## src/rtl/render_ctrl_pkg.sv

```systemverilog
// Shared types and widths for the render-domain frame control logic.
// No logic of its own: enum, struct and width constants only.
// Not applicable (no handshake).
package render_ctrl_pkg;

    // Frame sequencer states
    typedef enum logic [2:0] {
        IDLE,
        SWAP,
        CLEAR,
        START,
        RENDER,
        DONE
    } sched_state_t;

    // Framebuffer write-port coordinate widths
    localparam int FB_X_W = 8;
    localparam int FB_Y_W = 7;

    // 12-bit colour, red in the top nibble
    typedef struct packed {
        logic [3:0] r;
        logic [3:0] g;
        logic [3:0] b;
    } rgb444_t;

endpackage

```

## src/rtl/fb_clear_walker.sv

```systemverilog
// Raster-scan x/y pixel counter used to sweep the back buffer, x fastest.
// Position updates one cycle after advance; start returns to (0,0) next cycle.
// No backpressure: advances unconditionally whenever advance is high.
module fb_clear_walker #(
    parameter int FB_WIDTH  = 160,
    parameter int FB_HEIGHT = 120,
    localparam int XW = (FB_WIDTH  > 1) ? $clog2(FB_WIDTH)  : 1,
    localparam int YW = (FB_HEIGHT > 1) ? $clog2(FB_HEIGHT) : 1
) (
    input  logic          clk,
    input  logic          rst_n,
    input  logic          start,
    input  logic          advance,
    output logic [XW-1:0] x,
    output logic [YW-1:0] y,
    output logic          last
);

    localparam logic [XW-1:0] X_LAST = XW'(FB_WIDTH - 1);
    localparam logic [YW-1:0] Y_LAST = YW'(FB_HEIGHT - 1);

    // Step through the frame, wrapping x into a y increment at the row end
    always_ff @(posedge clk or negedge rst_n) begin
        if (!rst_n) begin
            x <= '0;
            y <= '0;
        end else if (start) begin
            x <= '0;
            y <= '0;
        end else if (advance) begin
            if (x == X_LAST) begin
                x <= '0;
                y <= (y == Y_LAST) ? '0 : y + 1'b1;
            end else begin
                x <= x + 1'b1;
            end
        end
    end

    // Flag the final pixel of the frame
    always_comb begin
        last = (x == X_LAST) && (y == Y_LAST);
    end

endmodule

```

## src/rtl/frame_scheduler.sv

```systemverilog
// Per-frame sequencer: swap, optional back-buffer clear, feeder launch, drain wait.
// Framebuffer write port is registered: 1 cycle from raster_* or the clear walker.
// Rasterizer is stalled (raster_out_ready=0) while swapping/clearing; the walker owns the port.
module frame_scheduler
    import render_ctrl_pkg::*;
#(
    parameter int FB_WIDTH          = 160,
    parameter int FB_HEIGHT         = 120,
    parameter int MIN_RENDER_CYCLES = 2
) (
    input  logic              clk,
    input  logic              rst_n,
    input  logic              frame_start,
    input  logic              clear_en,
    input  logic [11:0]       clear_color,
    output logic              swap,
    output logic              begin_frame,
    input  logic              feeder_busy,
    input  logic              raster_busy,
    input  logic              raster_we,
    input  logic [7:0]        raster_x,
    input  logic [6:0]        raster_y,
    input  logic [11:0]       raster_color,
    output logic              raster_out_ready,
    output logic              fb_we,
    output logic [FB_X_W-1:0] fb_x,
    output logic [FB_Y_W-1:0] fb_y,
    output logic [11:0]       fb_data,
    output logic              busy,
    output logic              frame_done,
    output logic [15:0]       frame_count,
    output logic [15:0]       overrun_count
);

    localparam int XW = (FB_WIDTH  > 1) ? $clog2(FB_WIDTH)  : 1;
    localparam int YW = (FB_HEIGHT > 1) ? $clog2(FB_HEIGHT) : 1;
    localparam int GW = (MIN_RENDER_CYCLES > 0) ? $clog2(MIN_RENDER_CYCLES + 1) : 1;

    sched_state_t  state, state_nxt;
    rgb444_t       clr_color;
    logic [GW-1:0] guard;
    logic [XW-1:0] walk_x;
    logic [YW-1:0] walk_y;
    logic          walk_last;
    logic          pipe_idle;

    fb_clear_walker #(
        .FB_WIDTH  (FB_WIDTH),
        .FB_HEIGHT (FB_HEIGHT)
    ) u_walker (
        .clk     (clk),
        .rst_n   (rst_n),
        .start   (state == SWAP),
        .advance (state == CLEAR),
        .x       (walk_x),
        .y       (walk_y),
        .last    (walk_last)
    );

    // Pipeline is only trusted idle once the feeder has had time to raise busy
    assign pipe_idle = (guard == '0) && !feeder_busy && !raster_busy && !raster_we;

    // State register
    always_ff @(posedge clk or negedge rst_n) begin
        if (!rst_n) state <= IDLE;
        else        state <= state_nxt;
    end

    // Next-state: clear is decided by clear_en as seen during SWAP
    always_comb begin
        state_nxt = state;
        case (state)
            IDLE:    if (frame_start) state_nxt = SWAP;
            SWAP:    state_nxt = clear_en ? CLEAR : START;
            CLEAR:   if (walk_last) state_nxt = START;
            START:   state_nxt = RENDER;
            RENDER:  if (pipe_idle) state_nxt = DONE;
            DONE:    state_nxt = IDLE;
            default: state_nxt = IDLE;
        endcase
    end

    // Outputs decoded from the state register, so each pulse lasts one state
    always_comb begin
        swap             = (state == SWAP);
        begin_frame      = (state == START);
        frame_done       = (state == DONE);
        busy             = (state != IDLE);
        raster_out_ready = (state != SWAP) && (state != CLEAR);
    end

    // Clear colour snapshot and render guard counter
    always_ff @(posedge clk or negedge rst_n) begin
        if (!rst_n) begin
            clr_color <= '0;
            guard     <= '0;
        end else begin
            if (state == SWAP)
                clr_color <= rgb444_t'(clear_color);
            if (state == START)
                guard <= GW'(MIN_RENDER_CYCLES);
            else if (state == RENDER && guard != '0)
                guard <= guard - 1'b1;
        end
    end

    // Write-port mux: walker during CLEAR, nothing during SWAP, rasterizer otherwise
    always_ff @(posedge clk or negedge rst_n) begin
        if (!rst_n) begin
            fb_we   <= 1'b0;
            fb_x    <= '0;
            fb_y    <= '0;
            fb_data <= '0;
        end else begin
            case (state)
                SWAP: begin
                    fb_we   <= 1'b0;
                    fb_x    <= '0;
                    fb_y    <= '0;
                    fb_data <= '0;
                end
                CLEAR: begin
                    fb_we   <= 1'b1;
                    fb_x    <= FB_X_W'(walk_x);
                    fb_y    <= FB_Y_W'(walk_y);
                    fb_data <= clr_color;
                end
                default: begin
                    fb_we   <= raster_we;
                    fb_x    <= raster_x;
                    fb_y    <= raster_y;
                    fb_data <= raster_color;
                end
            endcase
        end
    end

    // Completed-frame (wrapping) and rejected-start (saturating) counters
    always_ff @(posedge clk or negedge rst_n) begin
        if (!rst_n) begin
            frame_count   <= '0;
            overrun_count <= '0;
        end else begin
            if (state == DONE)
                frame_count <= frame_count + 16'd1;
            if (frame_start && state != IDLE && overrun_count != 16'hFFFF)
                overrun_count <= overrun_count + 16'd1;
        end
    end

endmodule

```

## config.mk

```make
export PLATFORM = sky130hd
export DESIGN_NAME = frame_scheduler
export DESIGN_NICKNAME = d
export VERILOG_FILES = /design/src/rtl/render_ctrl_pkg.sv /design/src/rtl/fb_clear_walker.sv /design/src/rtl/frame_scheduler.sv
export SDC_FILE = /design/constraint.sdc
export NUM_CORES = 1
export LEC_CHECK = 0
export ABC_AREA = 1
export BUFFER_PORTS_ARGS = -buffer_cell sky130_fd_sc_hd__clkbuf_2
export CAP_MARGIN = 0
export CORE_MARGIN = 5
export CORE_UTILIZATION = 30
export DETAILED_ROUTE_END_ITERATION = 6
export PLACE_DENSITY = 0.54
export SYNTH_ARGS = -nofsm -noshare
export SYNTH_HDL_FRONTEND = slang
export SYNTH_SLANG_ARGS = --single-unit
```

## constraint.sdc

```tcl
create_clock -name clk -period 1.8 [get_ports clk]
set_input_delay 0.18 -clock clk [delete_from_list [all_inputs] [get_ports clk]]
set_output_delay 0.18 -clock clk [all_outputs]
set_load 0.05 [all_outputs]
```

After elaboration in Yosys (flattened, before gate mapping):

Cells that the tools add are included.

* bits in registers: 92
* latch bits: 0
* memory bits (writable): 0
* ROM bits: 0
* input bits: 46
* output and inout port bits: 65
* logic and storage cells: 69
* memories: 0

* add/sub/neg operators: 5
* $mul: 0
* divide/modulo/power cells: 0
* $lt $le $gt $ge: 0
* eq/ne operators: 13
* shifts and indexed selects: 0
* multiplexer cells: 18
* bitwise logic cells: 0
* reduce and logical (&&, ||, !) cells: 20

Operators with widths (number)
* $add 16x1->16 const B: 2
* $mux 7: 4
* $mux 8: 3
* $pmux 12 s2: 1
* $ne 16x16->1 const B: 1
* $pmux 8 s2: 1
* $pmux 3 s5: 1
* $pmux 7 s2: 1
* $mux 3: 3
* $add 8x1->8 const B: 1
* $eq 8x8->1 const B: 1
* $logic_and 1x1->1: 8
* $reduce_bool 2->1: 4
* $add 7x1->7 const B: 1
* $eq 7x7->1 const B: 1
* $eq 3x2->1 const B: 2
* $eq 3x3->1 const B: 2
* $ne 2x2->1 const B: 3
* $mux 2: 2
* $eq 3x1->1 const B: 1
* $logic_not 1->1: 3
* $logic_not 3->1: 1
* $ne 3x1->1 const B: 1
* $ne 3x2->1 const B: 1
* 7 further kinds: 7

Depth between registers and ports, before layout:

* depth in word-level cells: 6
* depth in mapped cells: 9
* mapped depth without buffers: 9

Modules after synthesis:

A second synthesis with hierarchy kept.

* cells, all modules: 505
* area, all modules: 4501.8 um^2

By module, submodules not included
* frame_scheduler: times used 1, cells an instance 389, area each 3579.7 um^2, sequential area each 1926.8 um^2
* fb_clear_walker: times used 1, cells an instance 116, area each 922.1 um^2, sequential area each 375.4 um^2

Worst setup path after synthesis:

No wires, ideal clock.

* kind: register to register
* start point: register state[2]
* end point: register guard[0]
* setup time: 0.083 ns
* data arrival time: 1.889 ns
* data required time: 1.717 ns
* setup slack: -0.172 ns
* cell stages (with the launch flop): 8
* path buffers: 0
* period minus slack after synthesis: 1.972 ns
* cells stage by stage: dfrtp_1 -> inv_2 -> nand2_1 -> nor2_1 -> inv_1 -> o21ai_0 -> nand3_1 -> o21ai_0

* elaborated cells between the ends (all ways): 5
* classes of those cells: eq/ne: 2; mux: 1; reduce/logical: 2

RTL lines
* start, declared: RTL line frame_scheduler.sv:39 `sched_state_t state, state_nxt;`
* start signal, assigned: RTL line frame_scheduler.sv:66 `else state <= state_nxt;`
* $eq 3x2->1 (*)
* via begin_frame: RTL line frame_scheduler.sv:17 `output logic begin_frame,`
* $mux 2 or $reduce_bool 2->1 (tied branches)
* end signal, assigned: RTL line frame_scheduler.sv:101 `guard <= GW'(MIN_RENDER_CYCLES);`
* end signal, assigned: RTL line frame_scheduler.sv:103 `guard <= guard - 1'b1;`
* end, declared: RTL line frame_scheduler.sv:41 `logic [GW-1:0] guard;`

Mark *: on every way through the listed nets, which the timed path passes. The rest lies on a longest branch.
A chain may end at the register's enable or synchronous reset.

Worst setup path in the final report:

* start point: register state[1]
* end point: output swap

* word-level cells in the longest chain between the ends: 1

RTL lines
* $eq 3x1->1: RTL line frame_scheduler.sv:85 `swap = (state == SWAP);`
* end, declared: RTL line frame_scheduler.sv:16 `output logic swap,`

Every way passes these cells.

==> results by group <==
Logic synthesis
  • Post-synthesis cell count: 553
  • Synth unique cells: 29
  • Post-synthesis cell area: 4500 µm²
  • Synthesized area per cell: 8.13 µm²
  • FF+latch count, synth: 92
  • Largest cells by area after synthesis: dfrtp_1 51%, nand2_1 17%, inv_1 4.7%
  • Syn_nets: 604
  • Post-synthesis sequential area ratio: 0.512
  • Yosys top cell by area: dfrtp_1
  • Yosys warning count: 0
  • Synth top area share: 0.512

Place
  • Port buffer count: 110
  • Worst slack, placed: -6.61 ps
  • Final HPWL DP: 8790 µm
  • Placed Instances: 852
  • Routability cong.: 0.857
  • Placement Cell Area: 5350 µm²

Worst setup path
  • Setup CP Type: reg2out
  • CP required: 1620 ps
  • Nature of the critical path endpoint: primary output
  • CP max FO: 24
  • CP Buf/Inv Count: 4
  • Critical Path AT: 1520 ps
  • Startpoint types: flip-flop
  • CP Cell Sequence: inv_2 > nand3_4 > buf_6 > inv_1 > clkbuf_4
  • Top cell family by delay on the critical path: buffers and inverters
  • Critical path's largest stage delay: 450 ps
  • Slowest CP cell: dfrtp_1

Finish
  • Multi-input gate area: 1910 µm²
  • Final net count: 732
  • Layout Cells excl Fill: 870
  • Register area: 2310 µm²
  • Most frequent cells in the layout: 202 x nand2_1, 107 x clkbuf_2, 89 x dfrtp_1
  • Layout area overhead: 26.9%
  • Design Area, Final: 5710 µm²
  • Diode count: 0
  • Commonest non-fill, non-tap cell in the layout: nand2_1
  • Fillers: 1519
  • Layout cell share with drive strength beyond 1: 0.242

Clocking
  • CTS root buf: clkbuf_16
  • CTS buffer count: 9
  • CTS tree: built
  • CTS sink cnt: 92
  • Worst-Skew Late Latency: 340 ps
  • H-tree depth: 3
  • Reg clk slew, reported paths: 70 ps
  • Max Buffers Root-to-Sink: 2

Floorplan
  • Row count: 44
  • Initial Util: 0.307
  • Die area: 17500 µm²
  • Core area: 14600 µm²
  • Die Ht: 132 µm
  • Die W: 132 µm
  • I/O pin cnt: 111

Timing
  • Worst Max-Slew Pin Slew: 391 ps
  • RSZ-0062 raised after global routing: false
  • Max Freq: 587 MHz
  • Final worst path period need: 1700 ps
  • Part of the cycle the worst path needs: 0.947
  • Setup WS post-layout: 95.8 ps
  • Hold slack final: 26.4 ps
  • Hold Vio Cnt, Final: 0
  • Final setup fails: 0
  • Max_slew headroom: 0.739
  • Max-slew violation count: 0
  • Max Clock Skew: 8.18 ps

Global routing
  • Gr ovfl total: 0
  • Tot GR Track Use: 0.137
  • Largest net degree at the start of global routing: 55
  • Initial antenna violation count: 0
  • First-pass GRT wire length: 19600 µm
  • Number of global-route vias before repair: 4060

Pwr
  • Power per standard cell area: 1670 nW/µm²
  • Sequential share of power: 0.325
  • Leakage power total: 2.99 nW
  • Pint: 0.00501 W
  • Clock network power share: 0.210
  • Net Sw Power: 0.00452 W
  • Total power: 0.00953 W
  • Maximum VDD drop: 0.000817 V
  • Comb pwr share: 0.465
  • Switching Share: 0.474

Detailed routing
  • Drt drc: 0
  • 1st-iter DRT viols: 153
  • Avg Vias per Cell: 4.57
  • 1st-pass router iterations: 5
  • Final wirelength: 11600 µm
  • Antenna-violating nets left: 0
  • Routed len/inst: 13.4 µm
  • Routed vias: 3973

Worst hold path
  • Hold crit path type: in2reg

Flow run
  • Max cap viols: 0

Status
  • Outcome: complete, no violations
-- path summary, 6_finish.rpt --
kind                                                   start                           end  cells after the start  slack, ps
worst max-delay path                    state[1]$_DFFE_PN0P_                          swap                      5        100
worst min-delay path                          clear_color[8]      clr_color[8]$_DFFE_PN0N_                      3         30
worst max register to register  overrun_count[1]$_DFFE_PN0P_  overrun_count[2]$_DFFE_PN0P_                      9        180
worst min register to register      clr_color[9]$_DFFE_PN0N_      clr_color[9]$_DFFE_PN0N_                      2        490
max in group asynchronous                              rst_n          state[0]$_DFFE_PN0P_                      3        870
min in group asynchronous                              rst_n  overrun_count[4]$_DFFE_PN0P_                      2        300
-- cells in the mapped netlist --
library cell    n
nand3b_1        2
nand3_4         3
ha_1            5
nand2_2         2
nor3_1          2
dfrtp_1        92
buf_4           1
xor2_1         15
nor2_4          2
a31oi_1         1
clkbuf_1        2
nand3_1        25
xnor2_1         4
nor2_2          3
nand3_2         1
nand4_1         8
buf_6           4
a22o_1         13
nand2_4         1
o21ai_0        34
inv_2           3
nor2_1         53
a21oi_1         4
nand2_1       202
inv_1          56
o21ai_1         8
o22ai_1         2
nor3_4          1
buf_2           4
-- worst register-to-register path: cells and delay by family, from the launching register on --
kind            cells  cell delay, ps
simple gates        6             580
flops               1             430
fa+ha+maj           1             230
buf+inv             1             230
compound gates      1              70
-- power by group through the flow --
| stage | logic (W) | clock network (W) | registers (W) |
|---|---|---|---|
| after floorplan | 0.00189 | 0 | 0.00449 |
| after CTS | 0.00450 | 0.00208 | 0.00310 |
| after detailed placement | 0.00444 | 0 | 0.00313 |
| final | 0.00443 | 0.00200 | 0.00309 |
| after global routing | 0.00483 | 0.00216 | 0.00318 |
| after global placement | 0.00439 | 0 | 0.00312 |
-- flip-flops by register name, indices dropped and copies added (netlist names) --
signal         cells
clr_color         12
fb_data           12
fb_we              1
fb_x               8
fb_y               7
frame_count       16
guard              2
overrun_count     16
state              3
u_walker.x         8
u_walker.y         7
-- routing by layer --
| metal | global-route usage | share of wire | routed length (µm) |
|---|---|---|---|
| met5 | 0 | 0 | 0 |
| met4 | 0.0445 | 0.019 | 220 |
| met3 | 0.0437 | 0.051 | 589 |
| met2 | 0.238 | 0.51 | 5900 |
| met1 | 0.160 | 0.42 | 4930 |
-- final cells by class --
type / count / share of cell area
multi-input cells: 391 / 0.334
flip-flops and latches: 92 / 0.404
well taps: 184 / 0.0403
clock inverters: 6 / 0.0134
inverters: 59 / 0.0397
clock buffers: 10 / 0.0419
repair buffers: 128 / 0.127
-- metrics by stage --
step	setup TNS [ps]	util
final	0	0.390
after global routing	0	0.390
after CTS	0	0.389
after detailed placement	-6.79	0.366
after global placement	0	0.366
after floorplan	0	-
-- kinds of logic after synthesis --
group	synth area share
AND/OR/NAND/NOR	0.289
AO/OA/AOI/OAI	0.0807
adder cells (fa/ha/maj)	0.0139
flip-flops	0.512
XOR/XNOR	0.0370
buffers and inverters	0.0671
-- what timing repair did --
action	4_1_cts	5_1_grt
pin swaps	0	1
setup buffers	0	1
endpoints found under the hold margin	25	0
hold buffers	1	0
setup endpoints to repair	8	14
resized for setup	5	4
Power figures use the tool's default switching activity.
